==> config.mk <==
export PLATFORM = sky130hd
export DESIGN_NAME = memory_arbiter
export DESIGN_NICKNAME = d
export VERILOG_FILES = /design/src/rtl/memory_arbiter.sv
export SDC_FILE = /design/constraint.sdc
export NUM_CORES = 1
export LEC_CHECK = 0
export ABC_AREA = 1
export CORE_MARGIN = 2
export CORE_UTILIZATION = 49
export CTS_CLUSTER_SIZE = 25
export DETAILED_ROUTE_END_ITERATION = 6
export DONT_BUFFER_PORTS = 1
export GPL_TIMING_DRIVEN = 0
export PLACE_DENSITY = 0.61
export SLEW_MARGIN = 20
export SYNTH_ARGS = -nofsm -noshare
export SYNTH_HDL_FRONTEND = slang
export SYNTH_SLANG_ARGS = --single-unit
==> constraint.sdc <==
create_clock -name CLK -period 3.4 [get_ports CLK]
set_input_delay 0.34 -clock CLK [delete_from_list [all_inputs] [get_ports CLK]]
set_output_delay 0.34 -clock CLK [all_outputs]
set_load 0.03 [all_outputs]
==> src/rtl/memory_arbiter.sv <==
// Single-port RAM arbiter: serialises data (priority) and instruction accesses,
// pulses ihit/dhit on completion and latches a sticky error if the RAM never answers.
module memory_arbiter #(
    parameter int WORD_W  = 32,
    parameter int TIMEOUT = 64
) (
    input  logic              CLK,
    input  logic              nRST,
    input  logic              iREN,
    input  logic [WORD_W-1:0] iaddr,
    input  logic              dREN,
    input  logic              dWEN,
    input  logic [WORD_W-1:0] daddr,
    input  logic [WORD_W-1:0] dstore,
    output logic              ihit,
    output logic              dhit,
    output logic [WORD_W-1:0] iload,
    output logic [WORD_W-1:0] dload,
    output logic              ramREN,
    output logic              ramWEN,
    output logic [WORD_W-1:0] ramaddr,
    output logic [WORD_W-1:0] ramstore,
    input  logic [WORD_W-1:0] ramload,
    input  logic              ram_ready,
    output logic              mem_err
);
    localparam int CNT_W = $clog2(TIMEOUT);

    typedef enum logic [2:0] {
        ST_IDLE,
        ST_DREQ,
        ST_IREQ,
        ST_DONE,
        ST_ERR
    } state_t;

    state_t            state_reg, state_next;
    logic [CNT_W-1:0]  wait_cnt_reg, wait_cnt_next;
    logic              wr_reg, wr_next;
    logic              src_d_reg, src_d_next;
    logic [WORD_W-1:0] ramaddr_reg, ramaddr_next;
    logic [WORD_W-1:0] ramstore_reg, ramstore_next;
    logic [WORD_W-1:0] iload_reg, iload_next;
    logic [WORD_W-1:0] dload_reg, dload_next;

    always_ff @(posedge CLK or negedge nRST) begin
        if (!nRST) begin
            state_reg    <= ST_IDLE;
            wait_cnt_reg <= '0;
            wr_reg       <= 1'b0;
            src_d_reg    <= 1'b0;
            ramaddr_reg  <= '0;
            ramstore_reg <= '0;
            iload_reg    <= '0;
            dload_reg    <= '0;
        end else begin
            state_reg    <= state_next;
            wait_cnt_reg <= wait_cnt_next;
            wr_reg       <= wr_next;
            src_d_reg    <= src_d_next;
            ramaddr_reg  <= ramaddr_next;
            ramstore_reg <= ramstore_next;
            iload_reg    <= iload_next;
            dload_reg    <= dload_next;
        end
    end

    always_comb begin
        state_next    = state_reg;
        wait_cnt_next = wait_cnt_reg;
        wr_next       = wr_reg;
        src_d_next    = src_d_reg;
        ramaddr_next  = ramaddr_reg;
        ramstore_next = ramstore_reg;
        iload_next    = iload_reg;
        dload_next    = dload_reg;
        ramREN        = 1'b0;
        ramWEN        = 1'b0;
        ihit          = 1'b0;
        dhit          = 1'b0;
        mem_err       = 1'b0;

        unique case (state_reg)
            ST_IDLE: begin
                // Data wins over instruction; a write wins over a read.
                if (dREN || dWEN) begin
                    state_next    = ST_DREQ;
                    src_d_next    = 1'b1;
                    wr_next       = dWEN;
                    ramaddr_next  = daddr;
                    ramstore_next = dstore;
                    wait_cnt_next = '0;
                end else if (iREN) begin
                    state_next    = ST_IREQ;
                    src_d_next    = 1'b0;
                    wr_next       = 1'b0;
                    ramaddr_next  = iaddr;
                    ramstore_next = dstore;
                    wait_cnt_next = '0;
                end
            end
            ST_DREQ, ST_IREQ: begin
                ramREN = !wr_reg;
                ramWEN = wr_reg;
                if (ram_ready) begin
                    state_next = ST_DONE;
                    if (!wr_reg) begin
                        if (src_d_reg) dload_next = ramload;
                        else           iload_next = ramload;
                    end
                end else if (wait_cnt_reg == CNT_W'(TIMEOUT - 1)) begin
                    state_next = ST_ERR;
                end else begin
                    wait_cnt_next = wait_cnt_reg + CNT_W'(1);
                end
            end
            ST_DONE: begin
                // Hit only if the requester is still waiting; never re-grant here.
                ihit          = !src_d_reg && iREN;
                dhit          = src_d_reg && (dREN || dWEN);
                wait_cnt_next = '0;
                state_next    = ST_IDLE;
            end
            ST_ERR: begin
                mem_err = 1'b1;
            end
            default: begin
                state_next = ST_IDLE;
            end
        endcase
    end

    assign iload    = iload_reg;
    assign dload    = dload_reg;
    assign ramaddr  = ramaddr_reg;
    assign ramstore = ramstore_reg;

endmodule
# Word level (Yosys, flattened, before mapping)
# Cells that the tools add are included.
[totals]
regBits = 139
input_bits = 134
output_inout_bits = 133
[classes]
add_sub_neg = 1
n_eq_ne = 9
n_mux = 22
bitwise_logic = 3
n_reduce_logical = 14
[ops]
columns = ["op", "n"]
rows = [
  ["32-bit two-way mux", 4],
  ["6-bit two-way mux", 4],
  ["6-bit one-hot mux with 3 select lines", 1],
  ["3-bit two-way mux", 4],
  ["4-bit AND reduction", 3],
  ["3-bit one-hot mux with 3 select lines", 1],
  ["1-bit two-way mux", 8],
  ["6-bit by 1-bit adder with 6-bit output, second input constant", 1],
  ["3-bit by 2-bit == test with 1-bit output, second input constant", 2],
  ["6-bit == test, second input constant", 1],
  ["3-bit inequality test, second input constant", 2],
  ["2-bit inequality test, second input constant", 2],
  ["3-bit by 1-bit == test with 1-bit output, second input constant", 1],
  ["3-bit == test, second input constant", 1],
  ["3-bit logical NOT", 1],
  ["1-bit NOT", 3],
  ["3-bit AND reduction", 1],
  ["3-bit nonzero test", 1],
  ["1-bit logical AND", 2],
  ["1-bit logical NOT", 2],
  ["2-bit AND reduction", 1],
  ["2-bit nonzero test", 1],
  ["2-bit OR reduction", 1],
  ["1-bit logical OR", 1],
]

# Logic depth before layout (Yosys ltp)
[depth]
word_depth = 4
mapped_depth = 8
depth_no_buf = 8

# Worst setup path after synthesis
# No wires, ideal clock.
[synth_timing]
path_type = "input to output"
start = "in dWEN"
end = "out dhit"
arrival_ps = 1294
required_time_ps = 3060
setup_slack_ps = 1766
stages = 3
n_path_buf = 1
cell_sequence = "nor2_2 clkbuf_1 nor3_1"
[synth_between]
elab_chain_cells = 3
[synth_lines]
columns = ["item", "line_no", "source"]
rows = [
  ["from (decl)", "12", "input logic dWEN,"],
  ["1-bit logical OR", "120", "dhit = src_d_reg && (dREN || dWEN);"],
  ["1-bit logical AND", "120", ""],
  ["1-bit two-way mux", "83", "unique case (state_reg)"],
  ["to (decl)", "16", "output logic dhit,"],
]
# Every way passes these cells.

# Worst setup path after layout
[layout_timing]
start = "reg state_reg[2]"
end = "out ihit"
[layout_between]
elab_chain_cells = 2
[layout_lines]
columns = ["item", "line_no", "source"]
rows = [
  ["from (decl)", "37", "state_t state_reg, state_next;"],
  ["from (signal assigned)", "57", "state_reg <= state_next;"],
  ["3-bit by 2-bit == test with 1-bit output", "83", ""],
  ["1-bit two-way mux", "83", ""],
  ["to (decl)", "15", "output logic ihit,"],
]
# Every way passes these cells.

==> impl_metrics.py <==
metrics = {
    "layout": {
        "drive_gt1_share_pct": 15.26,
        "final_common_cell": "nand2_1",
        "insertedDiodeCount": 0,
        "nNetsFinal": 811,
        "mostFrequentLayoutCells": "nand2_1 (271), dfrtp_1 (139), nor2_1 (46)",
        "area_delta_synth_final_pct": 12.44,
        "final_util_pct": 56.09,
    },
    "sta": {
        "slew_headroom_pct": 35.95,
        "rsz0062_at_grt": "false",
        "setup_viol": 0,
        "final_hold_viol_count": 139,
        "fin_crit_ns": 2.130,
        "fin_setup_tns_ns": 0,
        "final-max-slew-violation-count": 0,
        "finalCritPeriodShare_pct": 62.64,
        "finClkSkew_ns": 0.006275,
        "clock.fmax_ghz": 0.4695,
        "setup_ws_ns": 1.270,
        "worst_slew_pin_slew_ns": 0.9534,
        "hold_ws_ns": -0.3705,
    },
    "floorplan": {
        "core_mm2": 0.01191,
        "dieArea_mm2": 0.01302,
        "ioPinCount": 267,
        "start_util_pct": 49.88,
        "rows": 40,
        "die_x_um": 114.1,
        "die_h_um": 114.1,
    },
    "synth": {
        "synth_top_family_by_area": "simple AND/OR/NAND/NOR gates",
        "synth-adder-area-share_pct": 0.2106,
        "synth-compound-area-share_pct": 11.67,
        "netlist_instances": 657,
        "synthXorXnorAreaFrac_pct": 0,
        "ys_warn_count": 0,
        "synth_nets": 792,
        "synth_area_mm2": 0.005942,
        "synth_mux_area_share_pct": 0,
        "ys_types": 25,
        "ys_ff_latch": 139,
        "yosys.area_share.simple_pct": 22.85,
        "ys_seq_area_share_pct": 58.54,
        "syn_area_per_cell_um2": 9.044,
    },
    "power": {
        "ir_drop_mv": 0.2594,
        "p_leak_nw": 3.372,
        "powerDensity_mw_per_mm2": 558.0,
        "total_power_w": 0.003728,
    },
    "setup_path": {
        "r2r_cells": 7,
        "reg2reg_from": "state_reg[1]",
        "worstPathArrival_ns": 1.79,
        "r2r_slack_ns": 1.71,
        "path_max_fanout": 6,
        "critPathLaunchType": "flip-flop",
        "worstSetupPathType": "reg -> out",
        "critPathCaptureType": "primary output",
        "r2r_end": "dload[11]",
        "worstPathRequired_ns": 3.06,
    },
    "status": {
        "status": "finished, violations left",
        "violations": "negative hold slack",
    },
    "detailed_routing": {
        "drt_iter0_markers": 314,
        "wl_per_cell_um": 17.40,
        "drc": 0,
        "first_pass_iters": 4,
        "viasPerCell": 5.297,
        "vias": 4423,
        "postRouteAntennaNets": 0,
        "drt_wl_total_um": 14530,
    },
    "place": {
        "port_buffers": 0,
        "dp_slack_ns": 1.520,
        "gp_congestion": 0.7880,
        "hpwlAfterDp_um": 10770,
    },
    "run": {
        "maxCapViolCount": 0,
    },
    "clocking": {
        "cts_tree": "built",
        "cts.sinks": 139,
        "htreeDepth": 4,
        "cts.clk_slew.worst_paths_ns": 0.05,
        "cts_setup_buffers": 0,
        "post_cts_resized": 0,
        "cts_buffer_depth": 2,
        "cts-buffers-inserted": 17,
        "cts_root_buf": "clkbuf_16",
        "clk_latency_ns": 0.41,
    },
    "global_routing": {
        "grt_pass1_vias": 4407,
        "grt_max_degree": 140,
        "grt-ovfl-total": 0,
        "grtUsageTotal_pct": 22.84,
        "antenna_found_initial": 0,
        "grt_pass1_wl_um": 22910,
    },
    "min_path": {
        "hold_path.class": "in -> async",
    },
}
==> Yosys cell counts <==
master	number	share of area [%]
clkbuf_1	6	0.38
o21ai_2	40	5.9
nand3_4	3	0.88
nand4_1	3	0.32
nor2_2	1	0.11
inv_2	4	0.25
a31oi_1	32	3.4
nand2_2	1	0.11
buf_6	9	1.7
nor2_1	46	2.9
nand3_1	7	0.59
nor3b_1	1	0.13
o21ai_0	2	0.17
nor2_4	1	0.19
dfrtp_1	139	59
nor3_1	2	0.17
nor2_8	1	0.34
buf_2	11	0.93
ha_1	1	0.21
inv_1	45	2.8
nand2_1	271	17
o21bai_1	1	0.13
o21ai_1	24	2.0
a21oi_1	1	0.084
buf_4	5	0.63
==> how the worst max path moves through the flow <==
stage	startpoint	to	depth (start not counted)
after CTS	state_reg[2]	ihit	3
final	state_reg[2]	ihit	3
after global placement	dWEN	dhit	3
after floorplan	dWEN	dhit	3
after detailed placement	dWEN	dhit	3
after global routing	state_reg[2]	ihit	3
==> metrics by stage <==
step,std cells,cell area [um^2]
after floorplan,657,5942
after global placement,804,6126
after detailed placement,804,6126
after CTS,835,6681
after global routing,835,6681
final,835,6681
==> report_power, final <==
part	total, W	switching, W	internal, W
Sequential	0.00190	0.000183	0.00172
Clock	0.00171	0.000641	0.00107
Combinational	0.000116	0.0000718	0.0000444
Total	0.00373	0.000896	0.00283
==> layout make-up <==
type | count | area [um^2]
Fill cell | 1122 | 5230
Clock buffer | 23 | 488.0
Multi-Input combinational cell | 438 | 2063
Sequential cell | 139 | 3478
Tap cell | 147 | 183.9
Buffer | 31 | 216.5
Clock inverter | 8 | 67.56
Inverter | 49 | 183.9
==> per-layer routing <==
metal  vias to the layer above  part of all wire (%)  GRT usage [%]
li1                       2112                     -              -
met2                       233                    50          37.82
met5                         -                     0              0
met4                         0                   2.4          9.919
met3                        28                   9.9          8.152
met1                      2050                    38          26.94
==> worst max-delay path, stage by stage, from the launching register on <==
cell and delay [ns]:
dfrtp_1 0.41, inv_2 0.13, nand3_1 0.10, nor3_1 0.74
==> cells by family (layout without fill, tap and decap cells) <==
logic type      after synthesis  in the layout
buf+inv                      80            111
fa+ha+maj                     1              1
flops                       139            139
simple gates                337            337
compound gates              100            100
No activity file was read; power rests on OpenSTA's default activity.
